### src/rtl/level_pkg.sv
// Shared constants and the sample-magnitude helper for the four-channel level meter.
package level_pkg;

  localparam int MAG_W                = 7;
  localparam int LVL_W                = 4;
  localparam int NUM_CH               = 4;
  localparam int DECAY_FRAMES_DEFAULT = 4;

  // |sample| in 7 bits; -128 has no positive 8-bit twin, so it saturates to 127.
  function automatic logic [MAG_W-1:0] magnitude(input logic [7:0] smp);
    logic [7:0] neg;
    neg = ~smp + 8'd1;
    if (smp == 8'h80)
      magnitude = '1;
    else if (smp[7])
      magnitude = neg[MAG_W-1:0];
    else
      magnitude = smp[MAG_W-1:0];
  endfunction

endpackage

### src/rtl/level_chan.sv
// One meter channel: per-frame peak accumulator plus the published display level.
module level_chan #(
  parameter int LVL_W = level_pkg::LVL_W
) (
  input  logic                       clock,
  input  logic                       reset,
  input  logic                       ena,
  input  logic                       sel,
  input  logic [level_pkg::MAG_W-1:0] mag,
  input  logic                       frame_tick,
  input  logic                       decay_step,
  output logic [LVL_W-1:0]           level
);
  import level_pkg::*;

  logic [MAG_W-1:0] acc;
  logic [LVL_W-1:0] fresh;
  logic [LVL_W-1:0] next_level;

  assign fresh = acc[MAG_W-1 -: LVL_W];

  // fresh < level implies level > 0, so the decrement can never wrap.
  always_comb begin
    next_level = level;
    if (fresh >= level)
      next_level = fresh;
    else if (decay_step)
      next_level = level - LVL_W'(1);
  end

  always_ff @(posedge clock) begin
    if (reset) begin
      acc   <= '0;
      level <= '0;
    end else if (ena) begin
      if (frame_tick) begin
        level <= next_level;
        // A sample landing on the tick opens the next frame instead of closing this one.
        acc   <= sel ? mag : '0;
      end else if (sel && (mag > acc)) begin
        acc <= mag;
      end
    end
  end

endmodule

### src/rtl/level_meter.sv
// Four-channel audio peak meter publishing frame-stable bar levels with slow decay.
module level_meter #(
  parameter int DECAY_FRAMES = level_pkg::DECAY_FRAMES_DEFAULT,
  parameter int LVL_W        = level_pkg::LVL_W
) (
  input  logic             clock,
  input  logic             reset,
  input  logic             ena,
  input  logic             sample_valid,
  input  logic [1:0]       sample_ch,
  input  logic [7:0]       sample,
  input  logic             frame_tick,
  output logic [LVL_W-1:0] s1,
  output logic [LVL_W-1:0] s2,
  output logic [LVL_W-1:0] s3,
  output logic [LVL_W-1:0] s4
);
  import level_pkg::*;

  localparam logic [3:0] DCNT_LAST = 4'(DECAY_FRAMES - 1);

  logic [MAG_W-1:0]  mag;
  logic [3:0]        dcnt;
  logic              decay_step;
  logic [NUM_CH-1:0] sel;
  logic [LVL_W-1:0]  levels [NUM_CH];

  assign mag        = magnitude(sample);
  assign decay_step = (dcnt == DCNT_LAST);

  always_comb begin
    sel = '0;
    if (sample_valid)
      sel[sample_ch] = 1'b1;
  end

  // Shared frame counter: every channel decays on the same tick.
  always_ff @(posedge clock) begin
    if (reset)
      dcnt <= '0;
    else if (ena && frame_tick)
      dcnt <= decay_step ? 4'd0 : dcnt + 4'd1;
  end

  for (genvar i = 0; i < NUM_CH; i++) begin : g_chan
    level_chan #(
      .LVL_W(LVL_W)
    ) u_chan (
      .clock      (clock),
      .reset      (reset),
      .ena        (ena),
      .sel        (sel[i]),
      .mag        (mag),
      .frame_tick (frame_tick),
      .decay_step (decay_step),
      .level      (levels[i])
    );
  end

  assign s1 = levels[0];
  assign s2 = levels[1];
  assign s3 = levels[2];
  assign s4 = levels[3];

endmodule

### config.mk
export PLATFORM = sky130hd
export DESIGN_NAME = level_meter
export DESIGN_NICKNAME = d
export VERILOG_FILES = /design/src/rtl/level_pkg.sv /design/src/rtl/level_chan.sv /design/src/rtl/level_meter.sv
export SDC_FILE = /design/constraint.sdc
export NUM_CORES = 1
export LEC_CHECK = 0
export ABC_AREA = 1
export CELL_PAD_IN_SITES_DETAIL_PLACEMENT = 1
export CELL_PAD_IN_SITES_GLOBAL_PLACEMENT = 1
export CORE_UTILIZATION = 40
export DETAILED_ROUTE_END_ITERATION = 12
export GPL_ROUTABILITY_DRIVEN = 1
export GPL_TIMING_DRIVEN = 0
export PLACE_DENSITY_LB_ADDON = 0.1
export SYNTH_ARGS = -nofsm -noshare
export SYNTH_HDL_FRONTEND = slang
export SYNTH_HIERARCHICAL = 1
export SYNTH_SLANG_ARGS = --single-unit
### constraint.sdc
create_clock -name clock -period 3.3 [get_ports clock]
set_clock_uncertainty 0.1 [all_clocks]
set_input_delay 0.66 -clock clock [delete_from_list [all_inputs] [get_ports clock]]
set_output_delay 0.66 -clock clock [all_outputs]
set_load 0.01 [all_outputs]
==> results.txt <==
outcome: finished clean
synthesized area per cell: 6.21 um2
syn nets: 754
Post-DP Area: 4740 um2
final setup vio count: 0
final non-filler cell total: 862
max cap viols: 0
Fmax achieved: 0.322 GHz
Worst Hold Margin: 0.422 ns
commonest register cell after synthesis: dfxtp_1
relative slew slack: 0.650
CTS Buffer Depth: 2
ANT nets after route: 0
fin. max-slew vios: 0
layout cells sized above 1: 0.0785
post-DR wirelength/cell: 12.8 um
reg2reg path depth: 7
number of DRC markers in iteration 0: 82
Hold WC Path Type: reg -> reg
core box area: 10300 um2
Post-Syn Area: 4280 um2
Synth top cells by count: nand2_1, inv_1, nor2_1
drt via density: 4.87
Top Ports: 31
H-tree depth: 2
Peak VDD IR: 168 uV
Initial DRT Pass Iterations: 4
Post-Route Setup TNS: 0 ns
CTS Buf Count: 5
Final GP Congestion: 0.818
Mapped Cells: 689
placed insts: 854
Worst setup SP type: input pin
largest net degree at the start of global routing: 15
DRC Markers: 0
root buffer cell: clkbuf_8
CTS tree: yes
Synth async-reset ratio: 0
min Tclk post-route: 3.10 ns
Ant. Diodes: 0
Die X: 105 um
crit-path max FO: 10
vias in the first global route: 4281
Yosys top cell area share: 0.225
Setup CP Type: in -> reg
Slew @ Worst Pin: 0.522 ns
Worst Hold Depth: 2
first-pass GRT wire length: 19500 um
most frequent cell after synthesis: nand2_1
most area-consuming cells after synthesis: dfxtp_1, nand2_1, ha_1
initial antenna violation count: 0
design area: 4850 um2
Detailed Place HPWL: 8700 um
# rows: 37
vias: 4194
Die ar.: 11100 um2
IO Port Bufs: 29
Clock transition at path regs: 0.09 ns
post-synth top area cell: dfxtp_1
Leakage: 2.65 nW
WL final: 11000 um
Worst EP required: 3.40 ns
Final Hold Viols: 0
number of synthesized flops with an enable pin: 0
Layout fillers: 1433
unrepaired setup endpoints after global routing: false
Yosys warning total: 6
critical path endpoint category: flop
CTS Sinks: 48
final net count: 790
synthesis-stage register bit count: 48
initial core utilization: 0.414
R2R Setup Slk: 1.42 ns
grt ovf: 0
worst-skew pair later-pin latency: 0.31 ns
Tcrit/Tclk final: 0.940
Arrival @ worst endpoint: 3.20 ns
hold_buf cts: 0
Power Density: 412 nW/um2
die height: 105 um
total track usage: 0.215
register area share after synthesis: 0.225
area delta synth->final: 13.5%
Netlist cell types: 23
-- worst max-delay path, stage by stage --
cell and delay [ns]:
clkdlybuf4s50_1 0.48, inv_1 0.06, ha_1 0.24, nand3_2 0.12, inv_2 0.05, nand3_4 0.11, nand3_2 0.25, ha_1 0.40
nand2_1 0.10, nor2_2 0.05, a21oi_1 0.18, nand2_2 0.13, buf_6 0.17, a21oi_1 0.14, nor2_1 0.06
-- cell type report --
| type | instances | area (um2) | area share |
|---|---|---|---|
| Clock inverter | 2 | 10.0 | 0.00206 |
| Timing Repair Buffer | 29 | 290 | 0.0598 |
| Clock buffer | 6 | 82.6 | 0.0170 |
| Multi-Input combinational cell | 491 | 2660 | 0.547 |
| Sequential cell | 48 | 961 | 0.198 |
| Buffer | 13 | 166 | 0.0343 |
| Tap cell | 136 | 170 | 0.0351 |
| Inverter | 137 | 517 | 0.106 |
-- flip-flops by register name (all words and copies together), names as in the netlist --
signal	count
g_chan.u_chan/acc	28
g_chan.u_chan/level	16
dcnt	4
-- placed cells by master, fill, tap and decap left out --
cell / instances
nand2_1: 180
inv_1: 135
nor2_1: 104
ha_1: 50
dfxtp_1: 48
a21oi_1: 44
nand3_1: 36
clkdlybuf4s50_1: 29
o21ai_0: 20
nand3_2: 15
clkbuf_8: 14
nand4_1: 13
nand2_2: 6
buf_6: 5
nor2_2: 5
nor3_1: 4
a21oi_2: 4
xnor2_1: 4
nor2_4: 2
nand3_4: 2
clkinv_2: 2
inv_2: 1
inv_4: 1
nand3b_1: 1
xor2_1: 1
-- power breakdown --
| part | internal [W] | switching [W] | leakage, nW | total, W |
|---|---|---|---|---|
| Sequential | 0.000639 | 0.0000407 | 0.395 | 0.000680 |
| Clock | 0.000168 | 0.000207 | 0.0510 | 0.000375 |
| Combinational | 0.000379 | 0.000567 | 2.21 | 0.000946 |
| Total | 0.00119 | 0.000814 | 2.65 | 0.00200 |
-- repair_timing --
item / in CTS / in global routing
endpoints found under the setup margin: 0 / 28
setup buffers: 0 / 0
resized for setup: 0 / 5
-- kinds of logic after synthesis --
group / count (synthesis) / synth area share
AOI/OAI and AO/OA: 68 / 0.0831
xor gates and xnor gates: 5 / 0.0102
adders and majority gates: 50 / 0.146
buffers and inverters: 150 / 0.160
DFF: 48 / 0.225
and+or+nand+nor: 368 / 0.376
-- layer usage --
metal	part of all wire	GRT usage	wire [um]
met2	0.47	0.372	5150
met4	0.015	0.0584	163
met5	0	0	0
met1	0.50	0.279	5460
met3	0.020	0.0278	224
-- worst paths after layout --
kind | to | from
setup / recovery | g_chan[1].u_chan/acc[1] | sample[1]
hold / removal | dcnt[2] | dcnt[2]
setup reg to reg | g_chan[2].u_chan/level[2] | g_chan[2].u_chan/level[3]
hold reg to reg | dcnt[2] | dcnt[2]
-- per-stage QoR --
stage	total power [W]	worst slack [ns]	util
3_3_place_gp	0.00159	-0.192	0.459
6_report	0.00200	0.199	0.470
3_5_place_dp	0.00164	-0.288	0.459
5_1_grt	0.00221	0.00187	0.470
4_1_cts	0.00203	0.0329	0.468
2_1_floorplan	0.00138	0.702	-
(Power assumes the default switching activity.)
